**src/rtl/program_loader.sv**
```systemverilog
// Program loader: streams a WORDS-byte image into the SAP-1 RAM while holding the CPU in clear,
// then returns the RAM port to the CPU. Define PROGRAM_LOADER_CHECKSUM_EN to require a trailing checksum byte.
//
// state   | meaning
// --------+-----------------------------------------------------------
// IDLE    | CPU owns RAM port, waiting for load_req
// HOLD    | CPU held in clear, hold timer counting down to settle
// RECV    | byte_ready high, waiting for the next program/checksum byte
// WRITE   | single-cycle RAM write of the latched byte at word_cnt
// CHECK   | compare running sum with checksum byte (checksum build)
// DONE    | image accepted, CPU released and owns RAM port
// ERROR   | checksum mismatch, CPU still held (checksum build)
module program_loader #(
    parameter int WORDS       = 16,
    parameter int ADDR_W      = 4,
    parameter int HOLD_CYCLES = 4
) (
    input  logic              base_clock,
    input  logic              CLR,
    input  logic              load_req,
    input  logic              byte_valid,
    input  logic [7:0]        byte_data,
    output logic              byte_ready,
    input  logic [ADDR_W-1:0] cpu_addr,
    input  logic              cpu_ce_bar,
    output logic [ADDR_W-1:0] ram_addr,
    output logic [7:0]        ram_data,
    output logic              ram_we,
    output logic              ram_ce_bar,
    output logic              cpu_hold,
    output logic              load_done,
    output logic              load_error
);

    localparam int HOLD_W = (HOLD_CYCLES > 1) ? $clog2(HOLD_CYCLES) : 1;

    typedef enum logic [2:0] {
        S_IDLE  = 3'd0,
        S_HOLD  = 3'd1,
        S_RECV  = 3'd2,
        S_WRITE = 3'd3,
        S_DONE  = 3'd4
`ifdef PROGRAM_LOADER_CHECKSUM_EN
        ,
        S_CHECK = 3'd5,
        S_ERROR = 3'd6
`endif
    } state_t;

    state_t state, state_nxt;

    logic [ADDR_W-1:0] word_cnt;
    logic [HOLD_W-1:0] hold_cnt;
    logic [7:0]        byte_reg;
    logic              cpu_owns;
    logic              start;
    logic              last_word;

`ifdef PROGRAM_LOADER_CHECKSUM_EN
    logic [7:0] sum;
    logic       csum_phase;
    assign cpu_owns = (state == S_IDLE) || (state == S_DONE) || (state == S_ERROR);
`else
    assign cpu_owns = (state == S_IDLE) || (state == S_DONE);
`endif

    assign start     = cpu_owns && load_req;
    assign last_word = (word_cnt == ADDR_W'(WORDS - 1));

    always_ff @(posedge base_clock or posedge CLR) begin
        if (CLR) state <= S_IDLE;
        else     state <= state_nxt;
    end

    always_comb begin
        state_nxt = state;
        case (state)
            S_IDLE:  if (load_req) state_nxt = S_HOLD;
            S_HOLD:  if (hold_cnt == '0) state_nxt = S_RECV;
            S_RECV: begin
                if (byte_valid) begin
`ifdef PROGRAM_LOADER_CHECKSUM_EN
                    state_nxt = csum_phase ? S_CHECK : S_WRITE;
`else
                    state_nxt = S_WRITE;
`endif
                end
            end
            S_WRITE: begin
`ifdef PROGRAM_LOADER_CHECKSUM_EN
                state_nxt = S_RECV;
`else
                state_nxt = last_word ? S_DONE : S_RECV;
`endif
            end
            S_DONE:  if (load_req) state_nxt = S_HOLD;
`ifdef PROGRAM_LOADER_CHECKSUM_EN
            S_CHECK: state_nxt = (sum == byte_reg) ? S_DONE : S_ERROR;
            S_ERROR: if (load_req) state_nxt = S_HOLD;
`endif
            default: state_nxt = S_IDLE;
        endcase
    end

    // Datapath: the terminal compare on word_cnt precedes the increment, so it never wraps.
    always_ff @(posedge base_clock or posedge CLR) begin
        if (CLR) begin
            word_cnt <= '0;
            hold_cnt <= '0;
            byte_reg <= '0;
`ifdef PROGRAM_LOADER_CHECKSUM_EN
            sum        <= '0;
            csum_phase <= 1'b0;
`endif
        end else begin
            if (start) begin
                word_cnt <= '0;
                hold_cnt <= HOLD_W'(HOLD_CYCLES - 1);
`ifdef PROGRAM_LOADER_CHECKSUM_EN
                sum        <= '0;
                csum_phase <= 1'b0;
`endif
            end
            if (state == S_HOLD && hold_cnt != '0)
                hold_cnt <= hold_cnt - HOLD_W'(1);
            if (state == S_RECV && byte_valid)
                byte_reg <= byte_data;
            if (state == S_WRITE) begin
                if (!last_word)
                    word_cnt <= word_cnt + ADDR_W'(1);
`ifdef PROGRAM_LOADER_CHECKSUM_EN
                sum <= sum + byte_reg;
                if (last_word)
                    csum_phase <= 1'b1;
`endif
            end
        end
    end

    always_comb begin
        byte_ready = (state == S_RECV);
        ram_we     = (state == S_WRITE);
        ram_data   = byte_reg;
        cpu_hold   = !((state == S_IDLE) || (state == S_DONE));
        load_done  = (state == S_DONE);
`ifdef PROGRAM_LOADER_CHECKSUM_EN
        load_error = (state == S_ERROR);
`else
        load_error = 1'b0;
`endif
        if (cpu_owns) begin
            ram_addr   = cpu_addr;
            ram_ce_bar = cpu_ce_bar;
        end else begin
            ram_addr   = word_cnt;
            ram_ce_bar = (state != S_WRITE);
        end
    end

endmodule

```
**config.mk**
```make
export PLATFORM = sky130hd
export DESIGN_NAME = program_loader
export DESIGN_NICKNAME = d
export VERILOG_FILES = /design/src/rtl/program_loader.sv
export SDC_FILE = /design/constraint.sdc
export NUM_CORES = 1
export LEC_CHECK = 0
export CAP_MARGIN = 5
export CORE_ASPECT_RATIO = 1.2
export CORE_MARGIN = 5
export CORE_UTILIZATION = 24
export CTS_CLUSTER_SIZE = 24
export DETAILED_ROUTE_END_ITERATION = 8
export SLEW_MARGIN = 10
export SYNTH_ARGS = -nofsm -noshare
export SYNTH_HDL_FRONTEND = slang
export SYNTH_SLANG_ARGS = --single-unit
```
**constraint.sdc**
```tcl
create_clock -name base_clock -period 4.3 [get_ports base_clock]
set_clock_uncertainty 0.05 [all_clocks]
set_input_delay 0.86 -clock base_clock [delete_from_list [all_inputs] [get_ports base_clock]]
set_output_delay 0.86 -clock base_clock [all_outputs]
set_load 0.02 [all_outputs]
```
==> metrics.md <==
| Metric | Value |
|---|---|
| Die Height | `around 77 um` |
| Grt total ovfl | `0` |
| Slowest-stage cell, CP | `clkdlybuf4s50_1` |
| Netlist cell types | `28` |
| Vias in the first global route | `between 800 and 900` |
| Post-Syn Area | `903 um^2` |
| Die Footprint | `around 5100 um^2` |
| Setup TNS | `0 ns` |
| Commonest non-fill, non-tap cell in the layout | `clkdlybuf4s50_1` |
| FF/Latch Area | `between 400 and 500 um^2` |
| Clk sinks | `17` |
| Worst skew pair latency | `~0.25 ns` |
| Setup Buffers After CTS | `0` |
| GRT Total Usage | `0.0901` |
| Final worst slack | `between 1 and 1.5 ns` |
| Antenna violations before repair | `0` |
| 1st-iter DRT viols | `24` |
| Row cnt | `24` |
| Placed instance count | `approximately 170` |
| DR vias | `750` |
| Area growth syn-to-layout | `45.2%` |
| Place WS | `between 1 and 1.5 ns` |
| First-pass GRT wire length | `between 3000 and 4000 um` |
| CTS resizes | `0` |
| Post-synth ARST share | `1.00` |
| #FFs+latches synth | `17` |
| Vias per cell | `between 4 and 5` |
| Post-synth EDFFs | `0` |
| Critical path type | `reg -> out` |
| Static leakage | `approximately 0.54 nW` |
| Post-synthesis sequential area ratio | `0.471` |
| Setup crit start kind | `flip-flop` |
| Final Non-Filler Cells | `between 150 and 200` |
| WL final | `2170 um` |
| Hold Slack | `0.455 ns` |
| I/O Buffers | `33` |
| CTS tree | `built` |
| Fin util | `0.361` |
| # hold bufs at CTS | `0` |
| Cell Chain, Critical Path | `nor2_1 -> mux2_2 -> clkdlybuf4s50_1` |
| # fillers | `around 380` |
| Worst EP arrival | `roughly 2.2 ns` |
| Fin crit share | `0.721` |
| HPWL after DPL | `~1700 um` |
| I/O Pins | `35` |
| Total CTS buffers | `3` |
| Core area | `3630 um^2` |
| Relative slew slack | `0.562` |
| Largest stage delay, worst path | `around 0.56 ns` |
| GPL Wtd Cong | `roughly 0.75` |
| Post-DR wirelength/cell | `between 10 and 15 um` |
| Ys flop type | `dfrtp_1` |
| Warnings from Yosys | `0` |
| Final Hold Fails | `0` |
| H-Tree Depth | `1` |
| Mean Syn Cell Area | `around 11 um^2` |
| Max Cap Violations | `0` |
| F_max | `approximately 320 MHz` |
| Iteration count of the initial detailed-routing pass | `4` |
| Antenna diode count | `0` |
| Highest-count cells in the layout ignoring fill and taps | `33 x clkdlybuf4s50_1, 17 x dfrtp_1, 11 x mux2_2, 8 x inv_1` |
| Power per standard cell area | `about 740 nW/um^2` |
| Critical Path End Type | `output port` |
| Maximum vdd drop | `0.322 mV` |
| Clock slew at reported path FFs | `0.07 ns` |
| Multi-input logic area | `a little over 400 um^2` |
| Drc violations | `0` |
| Run status | `complete, no violations` |
| Final setup viols | `0` |
| CTS root buffer | `clkbuf_8` |
| Required @ worst endpoint | `between 3 and 4 ns` |
| Initial Util | `0.249` |
| Worst Max-Slew Pin Slew | `0.656 ns` |
| Maximum number of pins on one net before global-route repair | `18` |
| Worst min-delay path category | `reg -> reg` |
| Routed Antenna Nets | `0` |
| Crit path time final | `3.10 ns` |
| Max Root-Sink Buffers | `2` |
| Die X | `approximately 66 um` |
| Synthesized Nets | `104` |
| CP Max Fanout | `10` |
| Fin. max-slew vios | `0` |
| Synthesized instance count | `85` |
| RSZ-0062 raised after global routing | `no` |
| Nets | `roughly 140` |
| Share of post-route cells with drive strength above 1 | `0.153` |
[worst paths after layout]
path	depth (start not counted)	startpoint	slack [ns]	endpoint
max	3	state[0]$_DFFE_PP0P_	1.20	ram_addr[0]
min	1	ram_data[2]$_DFFE_PP0P_	0.45	ram_data[2]$_DFFE_PP0P_
max reg2reg	3	state[1]$_DFFE_PP0P_	2.74	ram_data[1]$_DFFE_PP0P_
min reg2reg	1	ram_data[2]$_DFFE_PP0P_	0.45	ram_data[2]$_DFFE_PP0P_
max in group asynchronous	2	CLR	2.84	word_cnt[2]$_DFF_PP0_
min in group asynchronous	2	CLR	0.95	ram_data[3]$_DFFE_PP0P_
[where the power goes]
group	internal [mW]	total (mW)	leakage [nW]	switching, mW
clock network	0.0643	0.121	0.0255	0.0563
logic	0.276	0.536	0.305	0.261
registers	0.234	0.308	0.206	0.0743
total	0.574	0.965	0.536	0.391
[state kept, by name (all words and copies together), names as in the netlist]
signal    cells
ram_data      8
word_cnt      4
state         3
hold_cnt      2
[area by class of cell]
class,instances,area share
Clock inverter,1,0.00382
Sequential cell,17,0.324
Inverter,8,0.0229
Tap cell,52,0.0496
Clock buffer,3,0.0315
Timing Repair Buffer,33,0.252
Multi-Input combinational cell,56,0.316
[metrics by stage]
stage	cell area, um^2	power, mW
2_1_floorplan	903	0.634
3_3_place_gp	1260	0.833
3_5_place_dp	1260	0.851
4_1_cts	1310	0.976
5_1_grt	1310	1.04
6_report	1310	0.965
[cell families (layout without fill, tap and decap cells)]
group	after synthesis	count (layout)	share of synthesized area
compound gates	17	17	0.123
xor+xnor	1	1	0.00970
fa+ha+maj	2	2	0.0277
buf+inv	12	45	0.0706
flops	17	17	0.471
mux	12	12	0.148
other cells	1	1	0.00415
simple gates	23	23	0.145
[critical path, delay by kind of cell (launching register included)]
kind	cells	cell delay, ns
multiplexers	1	0.40
AND/OR/NAND/NOR	1	0.47
buffers and inverters	1	0.56
flip-flops	1	0.50
[per-layer routing]
metal | vias up | global-route usage | part of all wire
met5 | - | 0 | 0
met4 | 0 | 0.0305 | 0.0055
met1 | 354 | 0.101 | 0.39
met2 | 31 | 0.137 | 0.47
li1 | 363 | - | -
met3 | 2 | 0.0585 | 0.14
[synth_stat cells, drive strengths merged (2+ instances only)]
library cell  count  area share
nor3b             2       0.017
nand3             4       0.022
ha                2       0.028
buf               4       0.037
nor2              4       0.017
mux2             11        0.14
dfrtp            17        0.47
o211ai            3       0.025
inv               8       0.033
nand2             5       0.021
nor3              3       0.029
a21oi             3       0.017
nand3b            2       0.017
o21ai             5       0.028
Power figures use the tool's default switching activity.
==> edit (config.mk and constraints unchanged) <==
Set the parameter `WORDS` to 8 (it was 16).
--- a/src/rtl/program_loader.sv
+++ b/src/rtl/program_loader.sv
@@ -12,5 +12,5 @@
 // ERROR   | checksum mismatch, CPU still held (checksum build)
 module program_loader #(
-    parameter int WORDS       = 16,
+    parameter int WORDS       = 8,
     parameter int ADDR_W      = 4,
     parameter int HOLD_CYCLES = 4
Formal check against the unedited RTL: same outputs for any inputs over 10 cycles, from zero or initial values; that may be too few to reach the edited logic, so the function may still have changed.
==> edit against the unedited design <==
- worst setup slack better by 140 ps
- clock power down 6%
- core utilization down 1.2 points
- largest cell class is now multi-input combinational cells
- sequential power up 4%
- area after synthesis up 5.1%
- design area up 3.1%
- combinational power up 2%
- sequential cell count unchanged
- global-route usage down 0.41 points
- wire length down 3.7%
- critical endpoint is now ram_addr[1]
- total power up 1.3%
- via count down 3.2%
==> edit: results (changes against the unedited design) <==
Run status
  • Status: completed

Timing
  • Max Freq: 337 MHz (+4.7%)
  • Least-Margin Pin Slew: 650 ps (-6.84 ps)

Layout
  • Nets: 137 (-0.72%)
  • Logic inverters: 7 (-1)
  • Clock Buffer Count: 4 (+1)
  • Layout cells sized above 1: 19.7% (+4.4 points)
  • Sequential cell area share: 31.5% (-0.96 points)
  • Clk cell area share: 3.33% (-0.20 points)
  • Non-clock buffer share: 24.4% (-0.75 points)
  • Multi-input gate share of total cell area: 33.8% (+2.2 points)

Floorplanning
  • Well Taps: 54 (+3.8%)

Setup path
  • Crit path top cell by count: clkdlybuf4s50_1
  • Worst-path fanout max: 1 (-9)
  • Arr. time, crit path: 2050 ps (-140 ps)
  • R2R Setup Slk: 2600 ps (-140 ps)

Global route
  • First-pass GRT wire length: 3560 um (-1.9%)
  • Vias in the first global route: 765 (-6.0%)
  • Gr usage total: 8.61% (-0.41 points)

Synth
  • Area contributors post-synth: dfrtp_1, mux2_2, buf_6
  • Synth cell types: 32 (+14%)
  • Register area share after synthesis: 44.8% (-2.3 points)
  • Syn nets: 103 (-0.96%)
  • Synth cell count leaders: dfrtp_1, mux2_2, nand2_1, inv_1, nor2_1

Drt
  • Vias/cell: 4.25 (-3.8%)
  • Routed wire length: 2080 um (-3.7%)
  • Iter 0 DRT Violations: 20 (-17%)

Min path
  • HP Class: reg2reg

Power and ir drop
  • Pleak: 0.562 nW (+4.8%)
  • Peak VDD IR: 0.266 mV (-18%)

Placement
  • Worst setup slack after placement: 1330 ps (+31.6 ps)
  • DP HPWL: 1670 um (-2.2%)
  • Placed cell area: 1310 um^2 (+3.3%)
  • Gp weighted congestion: 0.734 (-2.1%)
==> edit: changes by cell type after synthesis, moves of 2 or more <==
cell	unedited run	this run
buf_4	3	1
buf_6	1	3
inv_1	8	6
nand2_1	5	7
nand2b_1	0	3
nand3_1	4	1
nor3b_1	2	0
o211ai_1	3	1
o21ai_0	5	1
==> edit: path summary, 6_finish.rpt <==
kind	depth (start not counted)	start	to
worst min register to register	1	ram_data[4]$_DFFE_PP0P_	ram_data[4]$_DFFE_PP0P_
worst min-delay path	1	ram_data[4]$_DFFE_PP0P_	ram_data[4]$_DFFE_PP0P_
worst max-delay path	3	cpu_addr[1]	ram_addr[1]
max in group asynchronous	2	CLR	word_cnt[2]$_DFF_PP0_
min in group asynchronous	2	CLR	ram_data[5]$_DFFE_PP0P_
worst max register to register	3	state[1]$_DFFE_PP0P_	ram_data[1]$_DFFE_PP0P_
==> edit: layer usage <==
| metal | routed length [um] | up-vias | GRT usage (%) |
|---|---|---|---|
| li1 | - | 356 | - |
| met1 | 846 | 353 | 10.4 |
| met2 | 1110 | 15 | 14.1 |
| met3 | 95 | 2 | 1.98 |
| met4 | 29 | 0 | 4.26 |
| met5 | 0 | - | 0 |
==> edit: cell families after synthesis <==
kind of cell	synth area share [%]
mux	16.3
simple gates	17.9
buf+inv	7.11
fa+ha+maj	2.63
other cells	0.395
flops	44.8
compound gates	10.8
==> edit: where the power goes <==
group | total, W | internal, W | switching [W]
Sequential | 0.000319 | 0.000231 | 0.0000881
Clock | 0.000114 | 0.0000655 | 0.0000489
Combinational | 0.000545 | 0.000294 | 0.000251
==> edit: per-stage QoR <==
step	instances	power, W	hold slack [ps]
after floorplan	84	0.000670	441
after global placement	167	0.000857	440
after detailed placement	167	0.000876	449
after CTS	171	0.000995	464
after global routing	171	0.00105	482
final	171	0.000978	457
